## src/rtl/dmem_port_arbiter.sv

```systemverilog
// Arbitrates the single DataMemory port between the CPU (zero-latency, default
// priority) and a loader/debug requester using a registered req/ack handshake.
module dmem_port_arbiter #(
  parameter int unsigned AW       = 64,
  parameter int unsigned DW       = 64,
  parameter int unsigned MAX_WAIT = 4,
  parameter int unsigned CW       = 3
) (
  input  logic          CLK,
  input  logic          resetl,
  input  logic          cpu_rd,
  input  logic          cpu_wr,
  input  logic [AW-1:0] cpu_addr,
  input  logic [DW-1:0] cpu_wdata,
  output logic [DW-1:0] cpu_rdata,
  output logic          cpu_stall,
  input  logic          ldr_req,
  input  logic          ldr_we,
  input  logic [AW-1:0] ldr_addr,
  input  logic [DW-1:0] ldr_wdata,
  output logic          ldr_ack,
  output logic [DW-1:0] ldr_rdata,
  output logic [AW-1:0] mem_addr,
  output logic [DW-1:0] mem_wdata,
  output logic          mem_read,
  output logic          mem_write,
  input  logic [DW-1:0] mem_rdata
);

  typedef enum logic [1:0] {
    S_IDLE,
    S_WAIT,
    S_ACK
  } state_t;

  localparam logic [CW-1:0] MAX_WAIT_C = CW'(MAX_WAIT);

  state_t        state, state_nxt;
  logic [CW-1:0] wait_cnt, wait_cnt_nxt;
  logic          cpu_req, ldr_elig, force_ldr, gnt_ldr, gnt_cpu;

  always_ff @(posedge CLK or negedge resetl) begin
    if (!resetl) begin
      state     <= S_IDLE;
      wait_cnt  <= '0;
      ldr_ack   <= 1'b0;
      ldr_rdata <= '0;
    end else begin
      state    <= state_nxt;
      wait_cnt <= wait_cnt_nxt;
      ldr_ack  <= gnt_ldr;
      if (gnt_ldr && !ldr_we)
        ldr_rdata <= mem_rdata;
    end
  end

  always_comb begin
    state_nxt    = S_IDLE;
    wait_cnt_nxt = '0;
    case (state)
      S_IDLE, S_WAIT: begin
        if (gnt_ldr) begin
          state_nxt = S_ACK;
        end else if (ldr_req) begin
          state_nxt    = S_WAIT;
          wait_cnt_nxt = (wait_cnt == MAX_WAIT_C) ? wait_cnt : wait_cnt + 1'b1;
        end
      end
      default: state_nxt = S_IDLE;
    endcase
  end

  // Grants and memory mux; a simultaneous rd+wr from the CPU is a write.
  always_comb begin
    cpu_req   = cpu_rd | cpu_wr;
    ldr_elig  = ldr_req & (state != S_ACK);
    force_ldr = (wait_cnt == MAX_WAIT_C);
    gnt_ldr   = ldr_elig & (~cpu_req | force_ldr);
    gnt_cpu   = cpu_req & ~gnt_ldr;
    cpu_stall = cpu_req & ~gnt_cpu;
    cpu_rdata = mem_rdata;
    mem_addr  = '0;
    mem_wdata = '0;
    mem_read  = 1'b0;
    mem_write = 1'b0;
    if (gnt_cpu) begin
      mem_addr  = cpu_addr;
      mem_wdata = cpu_wdata;
      mem_write = cpu_wr;
      mem_read  = cpu_rd & ~cpu_wr;
    end else if (gnt_ldr) begin
      mem_addr  = ldr_addr;
      mem_wdata = ldr_wdata;
      mem_write = ldr_we;
      mem_read  = ~ldr_we;
    end
  end

endmodule

```

## config.mk

```make
export PLATFORM = sky130hd
export DESIGN_NAME = dmem_port_arbiter
export DESIGN_NICKNAME = d
export VERILOG_FILES = /design/src/rtl/dmem_port_arbiter.sv
export SDC_FILE = /design/constraint.sdc
export NUM_CORES = 1
export LEC_CHECK = 0
export ABC_AREA = 0
export BUFFER_PORTS_ARGS = -buffer_cell sky130_fd_sc_hd__buf_2
export CORE_AREA = 4 4 224 226
export DETAILED_ROUTE_END_ITERATION = 8
export DIE_AREA = 0 0 228 230
export PLACE_DENSITY = 0.42
export SETUP_SLACK_MARGIN = 0.5
export SKIP_LAST_GASP = 1
export SLEW_MARGIN = 5
export SYNTH_ARGS = -nofsm -noshare
export SYNTH_HDL_FRONTEND = slang
export SYNTH_SLANG_ARGS = --single-unit
```

## constraint.sdc

```tcl
create_clock -name CLK -period 3.4 [get_ports CLK]
set_input_delay 0.51 -clock CLK [delete_from_list [all_inputs] [get_ports CLK]]
set_output_delay 0.51 -clock CLK [all_outputs]
set_load 0.01 [all_outputs]
```

After elaboration in Yosys (flattened, before gate mapping). Cells that the tools add are included.

Bits in registers: 70. Bits in latches: 0. Bits in writable memories: 0. ROM bits: 0. Input bits: 326. Logic and storage cells: 40. Memories kept: 0.

Add/sub/neg operators: 1. $mul: 0. Divide/modulo/power cells: 0. Order comparisons: 0. Equality and inequality tests: 4. Shift-type cells: 0. Muxes and demuxes: 15. Bitwise operators: 12. Reductions and logical operators: 4.

Operators by type and width (count): 64-bit 2-to-1 mux (4); 3-bit 2-to-1 mux (4); 1-bit AND (5); 1-bit 2-to-1 mux (5); 1-bit inverter (5); 2-bit 2-to-1 mux (2); 4-bit != test (second input constant) (1); 3-bit by 1-bit adder with 3-bit output (second input constant) (1); 3-bit equality test (second input constant) (1); 2-bit by 1-bit equality test with 1-bit output (second input constant) (1); 2-bit zero test (1); 2-bit != test (second input constant) (1); 1-bit OR (2); 2-bit OR reduction (1); 1-bit logical AND (1); 1-bit zero test (1).

Depth between registers and ports, before layout.
Word-level depth: 8. Mapped depth: 8.

Worst setup path before layout. Ideal clock, no wire load.

Path kind: register to output. Start point: reg wait_cnt[0]. End point: out mem_addr[0]. Arrival: 1.540 ns. Path slack: 1.350 ns. Cell stages (with the launch flop): 9. Path through: dfrtp_1 inv_1 ha_1 o2bb2ai_2 nand3_1 buf_2 buf_6 buf_6 mux2i_1.

Longest elaborated chain between the ends: 6. Elaborated cells between the ends (all ways): 7.

Ends and longest elaborated chain: start: declaration (RTL line 39) `logic [CW-1:0] wait_cnt, wait_cnt_nxt;`; start signal: assignment (RTL line 50) `wait_cnt <= wait_cnt_nxt;`; 3-bit equality test (*) (RTL line 77) `force_ldr = (wait_cnt == MAX_WAIT_C);`; 1-bit OR (*) (RTL line 78) `gnt_ldr = ldr_elig & (~cpu_req | force_ldr);`; 1-bit AND (*) (RTL line 78); 1-bit inverter (RTL line 79) `gnt_cpu = cpu_req & ~gnt_ldr;`; 1-bit AND (RTL line 79); 64-bit 2-to-1 mux (*) (RTL line 86) `if (gnt_cpu) begin`; end: declaration (RTL line 23) `output logic [AW-1:0] mem_addr,`.

Mark *: on every way between the ends. The rest lies on a longest branch, timed or not.

Worst setup path in the final report.
Start point: reg wait_cnt[0]. End point: out mem_wdata[47].

Longest elaborated chain between the ends: 6. Elaborated cells between the ends (all ways): 7.

Ends and longest elaborated chain: 3-bit equality test (*) (RTL line 77); 1-bit OR (*) (RTL line 78); 1-bit AND (*) (RTL line 78); 1-bit inverter (RTL line 79); 1-bit AND (RTL line 79); 64-bit 2-to-1 mux (*) (RTL line 86); end: declaration (RTL line 24) `output logic [DW-1:0] mem_wdata,`.

Marks and branches as above.

==> flow_summary.toml <==
[run_status]
status = "completed"

[placement]
portBuffers = 585
hpwlAfterDp_mm = 21.08
dpl_cell_area_um2 = 8987
gp_routability_congestion = 0.9168

[floorplanning]
num_io_pins = 586
core-area_um2 = 48340
die_y_um = 230
fp.dieW_um = 228
die_area_um2 = 52440
rows = 81
start_util_pct = 12.11

[run]
cap_violations = 0

[pwr]
p_leak_nw = 6.255
p_total_mw = 3.535
vdd_drop_max_mv = 0.1700
p_per_area_nw_per_um2 = 376.9

[worst_setup_path]
crit_chain = "inv_1 -> ha_1 -> o2bb2ai_2 -> nand3_4 -> buf_12 -> buf_4 -> mux2i_1 -> buf_2"
startpoint_type = "flop"
cp_top_family = "buffers and inverters"
path_max_fanout = 31
endpoint_kind = "output pin"
crit_buf_inv = 4
slowest_stage = "dfrtp_1"
crit_required_ns = 2.89
crit_type = "flop to output pin"
crit_path_max_incr_delay_ns = 0.37
critPathArrivalTime_ns = 2.23

[cells_and_area]
final_nets = 1489
nFillCells = 5481
layout_commonest_cell = "buf_2"
drive_gt1_share_pct = 59.52
multi_input_area_um2 = 2830
final_cell_mix = "buf_2 (585), inv_1 (132), nand2_1 (128), mux2i_1 (128), dfrtp_1 (70)"
seq_area_um2 = 1752
postLayoutCellArea_um2 = 9379
syn_to_final_growth_pct = 60.24
layout.core_utilization_pct = 19.40

[logic_synthesis]
avgSynthCellArea_um2 = 9.131
synth_top_area_share_pct = 29.93
netlist_instances = 641
synth_area_leaders = "dfrtp_1 (30%), mux2i_1 (22%), mux2_4 (13%)"
yosys.area.top_type = "dfrtp_1"
synth_nets = 969
ys_ff_latch = 70
synth_area_um2 = 5853
yosysWarnings = 0
ys_seq_area_share_pct = 29.93
synth.distinct_cells = 24

[clock_network]
cts_buffer_depth = 2
hold_buffers = 0
clkTransAtPathRegs_ns = 0.06
cts_root_buf = "clkbuf_16"
tritoncts = "done"
cts_made_buffers = 9
clock_latency_ns = 0.34
htree_levels = 3
cts_sinks = 70

[drt]
wl_per_cell_um = 14.02
viasPerCell = 3.386
drt_iter0_drc = 136
drc = 0
dr.pass1.iters = 5
wl_mm = 25.09
ant_nets = 0
num_vias = 6061

[sta]
rsz0062_at_grt = "yes"
setup_violations = 0
timing.fmax_mhz = 364.7
post-route-min-period_ns = 2.742
clock_skew_ns = 0.01548
maxSlewViolCount = 0
fin_crit_sh_pct = 80.65
hold_viol_final = 0
maxSlewHeadroom_pct = 51.83
worstMarginPinSlew_ns = 0.7226
finalSetupTns_ns = 0

[global_route]
grt_max_degree = 81
grt_first_pass_wirelength_mm = 36.18
overflow = 0
grt_antenna_before_repair = 4
grt.total_usage_pct = 8.699
grt_pass1_vias = 6405

[min_path]
min_path_type = "primary input to async pin"
==> final cells by class <==
class	instances	share of cell area, %
inverter	132	5.283
antenna	2	0.05336
clock buffer	10	2.441
timing repair buffer	609	34.07
tap	622	8.298
sequential	70	18.68
clock inverter	6	1.001
multi-input combinational	339	30.18
==> synthesized netlist by cell type <==
cell type / n
inv_1: 132
mux2i_1: 129
nand2_1: 128
dfrtp_1: 70
buf_4: 65
mux2_4: 49
mux2_2: 15
clkbuf_1: 10
buf_6: 9
buf_2: 8
buf_12: 6
nor2_1: 4
buf_1: 2
ha_1: 2
nand2b_1: 2
nor3_1: 2
a31o_2: 1
and2_1: 1
and4b_4: 1
mux2_1: 1
nand3_1: 1
nor2b_1: 1
o2bb2ai_2: 1
or2_2: 1
==> sequential cells by signal (all words and copies together), names as in the netlist <==
signal     flops
state          2
ldr_rdata     64
ldr_ack        1
wait_cnt       3
==> final timing paths <==
check	from	endpoint	slack (ns)	cells after the start
max in group asynchronous	resetl	ldr_rdata[9]	2.27	2
hold / removal	resetl	ldr_rdata[42]	0.23	1
setup reg to reg	wait_cnt[0]	ldr_rdata[23]	1.17	6
setup / recovery	wait_cnt[0]	mem_wdata[47]	0.66	8
min in group CLK	mem_rdata[24]	ldr_rdata[24]	0.42	2
hold reg to reg	wait_cnt[0]	wait_cnt[0]	0.48	1
==> cell families after synthesis <==
family / Yosys count / share of synthesized area, %
AND/OR/NAND/NOR: 141 / 9.491
buffers and inverters: 232 / 22.04
multiplexers: 194 / 37.71
flip-flops: 70 / 29.93
AO/OA/AOI/OAI: 2 / 0.4061
adder cells (fa/ha/maj): 2 / 0.4275
==> metrics by stage <==
step                      hold WS (ns)  worst slack (ns)  cells
after global placement          0.4652            0.5228   1769
after CTS                       0.2450            0.5911   1787
final                           0.2339            0.6578   1790
after floorplan                 0.2144             1.350    641
after detailed placement        0.4799            0.4699   1769
after global routing            0.2859            0.4976   1790
==> where the power goes <==
part,total [mW],internal (mW),leakage [nW],switching (mW)
sequential,1.11,1.02,0.849,0.0879
clock,1.04,0.649,0.153,0.394
combinational,1.38,0.717,5.25,0.663
total,3.54,2.39,6.26,1.15
==> metal layers <==
metal,vias up,track usage [%],routed length [µm]
li1,2969,-,-
met1,2753,9.569,9420
met2,305,16.46,13270
met3,30,2.193,1827
met4,4,2.526,541
met5,-,0,34
==> what timing repair did <==
item | in CTS | in global routing
setup buffers | 2 | 0
gates resized for setup | 1 | 1
pin swaps | 1 | 0
hold endpoints to repair | 0 | 0
endpoints found under the setup margin | 104 | 1
gates cloned | 0 | 1
Power figures use the tool's default switching activity.
